--- src/rtl/wave_frame_seq.sv ---
`timescale 1ns/1ps
`default_nettype none
// ============================================================================
// Module   : wave_frame_seq
// Purpose  : Clears the FFT-modulus RAM writer, triggers one FFT frame, waits
//            for the writer, then sweeps the RAM for the strongest bin.
// Revision : 1.0 - initial release
// ============================================================================
module wave_frame_seq #(
    parameter int unsigned SKIP_BINS  = 1,
    parameter int unsigned LAST_ADDR  = 253,
    parameter int unsigned CLR_CYCLES = 2,
    parameter int unsigned TIMEOUT    = 65535
) (
    input  logic        clk,
    input  logic        rst_n,
    input  logic        start,
    input  logic        mode_cont,
    input  logic        wr_done,
    output logic        wr_clr_n,
    output logic        fft_start,
    output logic        rd_en,
    output logic [7:0]  rd_addr,
    input  logic [15:0] rd_data,
    output logic [7:0]  peak_addr,
    output logic [15:0] peak_val,
    output logic        busy,
    output logic        frame_done,
    output logic        timeout_err
);

    localparam int unsigned TO_W  = $clog2(TIMEOUT + 1);
    localparam int unsigned CLR_W = (CLR_CYCLES > 1) ? $clog2(CLR_CYCLES) : 1;

    localparam logic [7:0]       FIRST_ADDR = 8'(SKIP_BINS);
    localparam logic [7:0]       FINAL_ADDR = 8'(LAST_ADDR);
    localparam logic [TO_W-1:0]  TO_LAST    = TO_W'(TIMEOUT - 1);
    localparam logic [CLR_W-1:0] CLR_LAST   = CLR_W'(CLR_CYCLES - 1);

    typedef enum logic [2:0] {
        S_IDLE    = 3'd0,
        S_CLEAR   = 3'd1,
        S_ARM     = 3'd2,
        S_CAPTURE = 3'd3,
        S_SCAN    = 3'd4,
        S_DONE    = 3'd5,
        S_ERR     = 3'd6
    } state_t;

    state_t            state;
    logic [CLR_W-1:0]  clr_cnt;
    logic [TO_W-1:0]   to_cnt;
    logic              cmp_valid;
    logic [7:0]        cmp_addr;
    logic [15:0]       max_val;
    logic [7:0]        max_addr;

    logic              better;
    logic [15:0]       nmax_val;
    logic [7:0]        nmax_addr;

    // Strict greater-than keeps the lowest address on ties.
    always_comb begin
        better    = cmp_valid && (rd_data > max_val);
        nmax_val  = better ? rd_data  : max_val;
        nmax_addr = better ? cmp_addr : max_addr;
    end

    always_ff @(posedge clk or negedge rst_n) begin
        if (!rst_n) begin
            state       <= S_IDLE;
            clr_cnt     <= '0;
            to_cnt      <= '0;
            cmp_valid   <= 1'b0;
            cmp_addr    <= '0;
            max_val     <= '0;
            max_addr    <= '0;
            wr_clr_n    <= 1'b1;
            fft_start   <= 1'b0;
            rd_en       <= 1'b0;
            rd_addr     <= '0;
            peak_addr   <= '0;
            peak_val    <= '0;
            busy        <= 1'b0;
            frame_done  <= 1'b0;
            timeout_err <= 1'b0;
        end else begin
            case (state)
                S_IDLE: begin
                    if (start) begin
                        state       <= S_CLEAR;
                        busy        <= 1'b1;
                        wr_clr_n    <= 1'b0;
                        clr_cnt     <= '0;
                        timeout_err <= 1'b0;
                    end
                end

                S_CLEAR: begin
                    if (clr_cnt == CLR_LAST) begin
                        state     <= S_ARM;
                        wr_clr_n  <= 1'b1;
                        fft_start <= 1'b1;
                    end else begin
                        clr_cnt <= clr_cnt + CLR_W'(1);
                    end
                end

                S_ARM: begin
                    fft_start <= 1'b0;
                    to_cnt    <= '0;
                    state     <= S_CAPTURE;
                end

                S_CAPTURE: begin
                    // A completion on the final allowed cycle beats the timeout.
                    if (wr_done) begin
                        state     <= S_SCAN;
                        rd_en     <= 1'b1;
                        rd_addr   <= FIRST_ADDR;
                        cmp_valid <= 1'b0;
                        max_val   <= '0;
                        max_addr  <= FIRST_ADDR;
                    end else if (to_cnt == TO_LAST) begin
                        state <= S_ERR;
                    end else begin
                        to_cnt <= to_cnt + TO_W'(1);
                    end
                end

                S_SCAN: begin
                    max_val  <= nmax_val;
                    max_addr <= nmax_addr;
                    if (cmp_valid && (cmp_addr == FINAL_ADDR)) begin
                        state      <= S_DONE;
                        rd_en      <= 1'b0;
                        cmp_valid  <= 1'b0;
                        peak_addr  <= nmax_addr;
                        peak_val   <= nmax_val;
                        frame_done <= 1'b1;
                    end else begin
                        // Data for rd_addr returns next cycle; tag it for that compare.
                        cmp_valid <= 1'b1;
                        cmp_addr  <= rd_addr;
                        if (rd_addr != FINAL_ADDR) begin
                            rd_addr <= rd_addr + 8'd1;
                        end
                    end
                end

                S_DONE: begin
                    frame_done <= 1'b0;
                    if (mode_cont) begin
                        state    <= S_CLEAR;
                        wr_clr_n <= 1'b0;
                        clr_cnt  <= '0;
                    end else begin
                        state <= S_IDLE;
                        busy  <= 1'b0;
                    end
                end

                S_ERR: begin
                    timeout_err <= 1'b1;
                    busy        <= 1'b0;
                    state       <= S_IDLE;
                end

                default: begin
                    state      <= S_IDLE;
                    busy       <= 1'b0;
                    wr_clr_n   <= 1'b1;
                    fft_start  <= 1'b0;
                    rd_en      <= 1'b0;
                    frame_done <= 1'b0;
                end
            endcase
        end
    end

endmodule
`default_nettype wire

--- config.mk ---
export PLATFORM = sky130hd
export DESIGN_NAME = wave_frame_seq
export DESIGN_NICKNAME = d
export VERILOG_FILES = /design/src/rtl/wave_frame_seq.sv
export SDC_FILE = /design/constraint.sdc
export NUM_CORES = 1
export LEC_CHECK = 0
export BUFFER_PORTS_ARGS = -buffer_cell sky130_fd_sc_hd__buf_2
export CELL_PAD_IN_SITES_DETAIL_PLACEMENT = 1
export CELL_PAD_IN_SITES_GLOBAL_PLACEMENT = 2
export CORE_MARGIN = 4
export CORE_UTILIZATION = 40
export CTS_CLUSTER_SIZE = 20
export DETAILED_ROUTE_END_ITERATION = 10
export MAX_ROUTING_LAYER = met4
export PLACE_DENSITY_LB_ADDON = 0.1
export SYNTH_ARGS = -nofsm -noshare
export SYNTH_HDL_FRONTEND = slang
export SYNTH_SLANG_ARGS = --single-unit
--- constraint.sdc ---
create_clock -name clk -period 5.7 [get_ports clk]
set_input_delay 0.57 -clock clk [delete_from_list [all_inputs] [get_ports clk]]
set_output_delay 0.57 -clock clk [all_outputs]
set_load 0.005 [all_outputs]
==> flow_metrics.env <==
export IMPL_setup_violations=0
export IMPL_criticalPathCategory="reg2reg"
export IMPL_skew_ns=0.00660
export IMPL_synth_ff_type="dfrtp_1"
export IMPL_power_density_mw_per_mm2=401
export IMPL_post_route_drc_count=0
export IMPL_crit_path_end_kind="register"
export IMPL_dp_slack_ns=2.06
export IMPL_p_sw_uw=807
export IMPL_period_needed_ns=3.34
export IMPL_drv_cap=0
export IMPL_power_frac_seq_pct=40.0
export IMPL_synth_area_leaders="dfrtp_1 46%, ha_1 5.1%, o31ai_4 4.8%"
export IMPL_synth_seq_area_share_pct=46.8
export IMPL_internal_power_mw=1.40
export IMPL_grt_max_degree=49
export IMPL_drive_gt1_share_pct=21.7
export IMPL_first_global_vias=3770
export IMPL_hp_class="in2async"
export IMPL_p_leak_nw=2.30
export IMPL_grt_pass1_wl_um=19900
export IMPL_core_mm2=0.0120
export IMPL_rsz0062_at_grt="no"
export IMPL_dieArea_mm2=0.0140
export IMPL_hold_viol=0
export IMPL_tns_ns=0
export IMPL_synth_warnings=0
export IMPL_regArea_mm2=0.00228
export IMPL_p_comb_share_pct=34.5
export IMPL_cts_tree="yes"
export IMPL_viasPerCell=5.37
export IMPL_r2r_start="max_val[15]"
export IMPL_fillers=1354
export IMPL_final_max_slew_viol_count=0
export IMPL_cts_made_buffers=9
export IMPL_layout_setup_ws_ns=2.36
export IMPL_fmax_mhz=299
export IMPL_drtIter0Drc=147
export IMPL_instances_no_fill=676
export IMPL_num_vias=3631
export IMPL_arrival_ns=3.53
export IMPL_drt_total_wl_um=11600
export IMPL_placed_cells=660
export IMPL_finalWeightedCongestion=0.771
export IMPL_htreeDepth=3
export IMPL_clockBufferDepth=2
export IMPL_fin_crit_sh_pct=58.6
export IMPL_avgSynthCellArea_um2=10.3
export IMPL_cp_startpoint="max_val[15]"
export IMPL_synth_top_cell_area_share_pct=46.2
export IMPL_layout_nets=565
export IMPL_fp_row_count=40
export IMPL_synth_nets=515
export IMPL_routedWlPerCell_um=17.1
export IMPL_switching_share_pct=36.6
export IMPL_ctsHoldBuffers=0
export IMPL_clkPwrFrac_pct=25.5
export IMPL_synth_edf_count=0
export IMPL_r2r_cells=8
export IMPL_worstPathMaxFanout=35
export IMPL_syn_inst=474
export IMPL_die_h_um=118
export IMPL_track_usage_pct=18.0
export IMPL_io_buffers=58
export IMPL_cts_root_buf="clkbuf_16"
export IMPL_fin_util_pct=46.0
export IMPL_synth_top_area_cell="dfrtp_1"
export IMPL_crit_chain="inv_1 > ha_1 > nand4_1 > nor4_2 > o21ai_1 > a31oi_4 > and2_4 > o31ai_1"
export IMPL_cts_clk_slew_worst_paths_ns=0.07
export IMPL_cts_setup_buffers=0
export IMPL_ys_ff_latch=91
export IMPL_required_ns=5.90
export IMPL_die_w_um=118
export IMPL_num_antenna_cells=0
export IMPL_clock_sinks=91
export IMPL_antenna_found_initial=0
export IMPL_ir_worst_vdd_mv=0.138
export IMPL_grt_overflow=0
export IMPL_start_kind="register"
export IMPL_async_flop_share_pct=100
export IMPL_post_dp_hpwl_um=8060
export IMPL_cts_resized=0
export IMPL_pin_count=59
export IMPL_dr_pass1_iters=4
export IMPL_antenna_left=0
export IMPL_critPathMaxStageDelay_ns=0.85
export IMPL_tightest_slew_ns=1.02
export IMPL_power_mw=2.20
export IMPL_ys_types=56
export IMPL_clk_latency_ns=0.35
export IMPL_initial_core_util_pct=40.7
export IMPL_multi_input_area_mm2=0.00235
export IMPL_slowest_stage="a31oi_4"
export IMPL_slew_limit_headroom_pct=32.1
export IMPL_syn2layout_area_growth_pct=12.8
export IMPL_synth_area_mm2=0.00487
export IMPL_status="complete, no violations"
-- stage by stage --
step	cell area [µm²]	hold slack (ns)
after floorplan	4870	0.274
after detailed placement	5230	0.512
final	5500	0.218
after global placement	5230	0.501
after CTS	5500	0.248
after global routing	5500	0.275
-- critical path: cells and delay by family, from the launching register on --
family,cells,cell delay [ns]
buffers and inverters,1,0.09
adder cells (fa/ha/maj),1,0.34
flip-flops,1,0.35
AO/OA/AOI/OAI,3,1.13
AND/OR/NAND/NOR,3,1.23
-- final timing paths --
kind	to	slack (ns)
worst max register to register	max_val[2]	2.36
worst min register to register	frame_done	0.52
max in group asynchronous	rd_addr[2]	4.42
min in group clk	max_val[4]	0.48
worst max-delay path	max_val[2]	2.36
worst min-delay path	peak_val[10]	0.22
-- state kept, by name, indices dropped and copies added (netlist names) --
name / flops
clr_cnt: 1
timeout_err: 1
state: 3
wr_clr_n: 1
cmp_valid: 1
frame_done: 1
peak_val: 16
max_val: 16
peak_addr: 8
rd_addr: 8
cmp_addr: 8
rd_en: 1
max_addr: 8
fft_start: 1
to_cnt: 16
busy: 1
-- power by group through the flow --
| stage | logic [mW] | clock network, mW | registers, mW |
|---|---|---|---|
| floorplan | 0.636 | 0 | 0.840 |
| global placement | 0.744 | 0 | 0.893 |
| detailed placement | 0.768 | 0 | 0.894 |
| CTS | 0.773 | 0.579 | 0.883 |
| global route | 0.862 | 0.603 | 0.901 |
| finish | 0.759 | 0.562 | 0.882 |
-- routing by layer --
layer	share of wire, %	routed length (µm)	vias to the layer above	GRT usage, %
met5	0	0	-	-
met4	1.6	184	0	6.30
met3	2.9	332	12	2.97
met2	45	5250	50	26.5
met1	50	5820	1817	25.3
li1	-	-	1752	-
-- cells in the mapped netlist, types with 9 or more instances --
cell type / n
dfrtp_1: 90
nor2_1: 60
a21oi_1: 40
nand2_1: 33
nand3_1: 33
inv_1: 26
ha_1: 20
mux2i_1: 20
xnor2_1: 14
clkbuf_1: 11
o21ai_0: 11
o31ai_4: 11
nand2b_1: 9
o21ai_2: 9
-- cells in the final DEF (no fill, tap or decap), drive strengths merged, types with 2 or more instances in the layout --
| master | synthesis | layout |
|---|---|---|
| nand2 | 33 | 33 |
| nor2 | 60 | 60 |
| xnor2 | 14 | 14 |
| o21ai | 21 | 21 |
| dfrtp | 90 | 90 |
| o22ai | 2 | 2 |
| ha | 20 | 20 |
| nand3 | 33 | 33 |
| nor3 | 9 | 9 |
| and3 | 5 | 5 |
| mux2i | 20 | 20 |
| a21o | 4 | 4 |
| or3 | 5 | 5 |
| o31ai | 16 | 16 |
| inv | 26 | 26 |
| nand4 | 7 | 7 |
| mux2 | 7 | 7 |
| a211oi | 2 | 2 |
| nand2b | 9 | 9 |
| and4 | 3 | 3 |
| a21oi | 40 | 40 |
| buf | 12 | 62 |
| xor2 | 3 | 3 |
| nor2b | 2 | 2 |
| clkbuf | 11 | 14 |
-- cells by family after synthesis --
logic type / after synthesis / synth area share (%)
flops: 91 / 46.8
fa+ha+maj: 20 / 5.13
buf+inv: 49 / 5.24
xor+xnor: 17 / 3.06
mux: 27 / 5.73
simple gates: 173 / 17.1
compound gates: 97 / 17.0
-- area by class of cell --
type                       instances  share of cell area [%]
sequential                        91                    41.5
inverter                          26                    1.78
clock buffer                      14                    4.62
tap                              147                    3.35
multi-input combinational        334                    42.7
timing repair buffer              62                    5.87
clock inverter                     2                   0.228
Power figures use the tool's default switching activity.
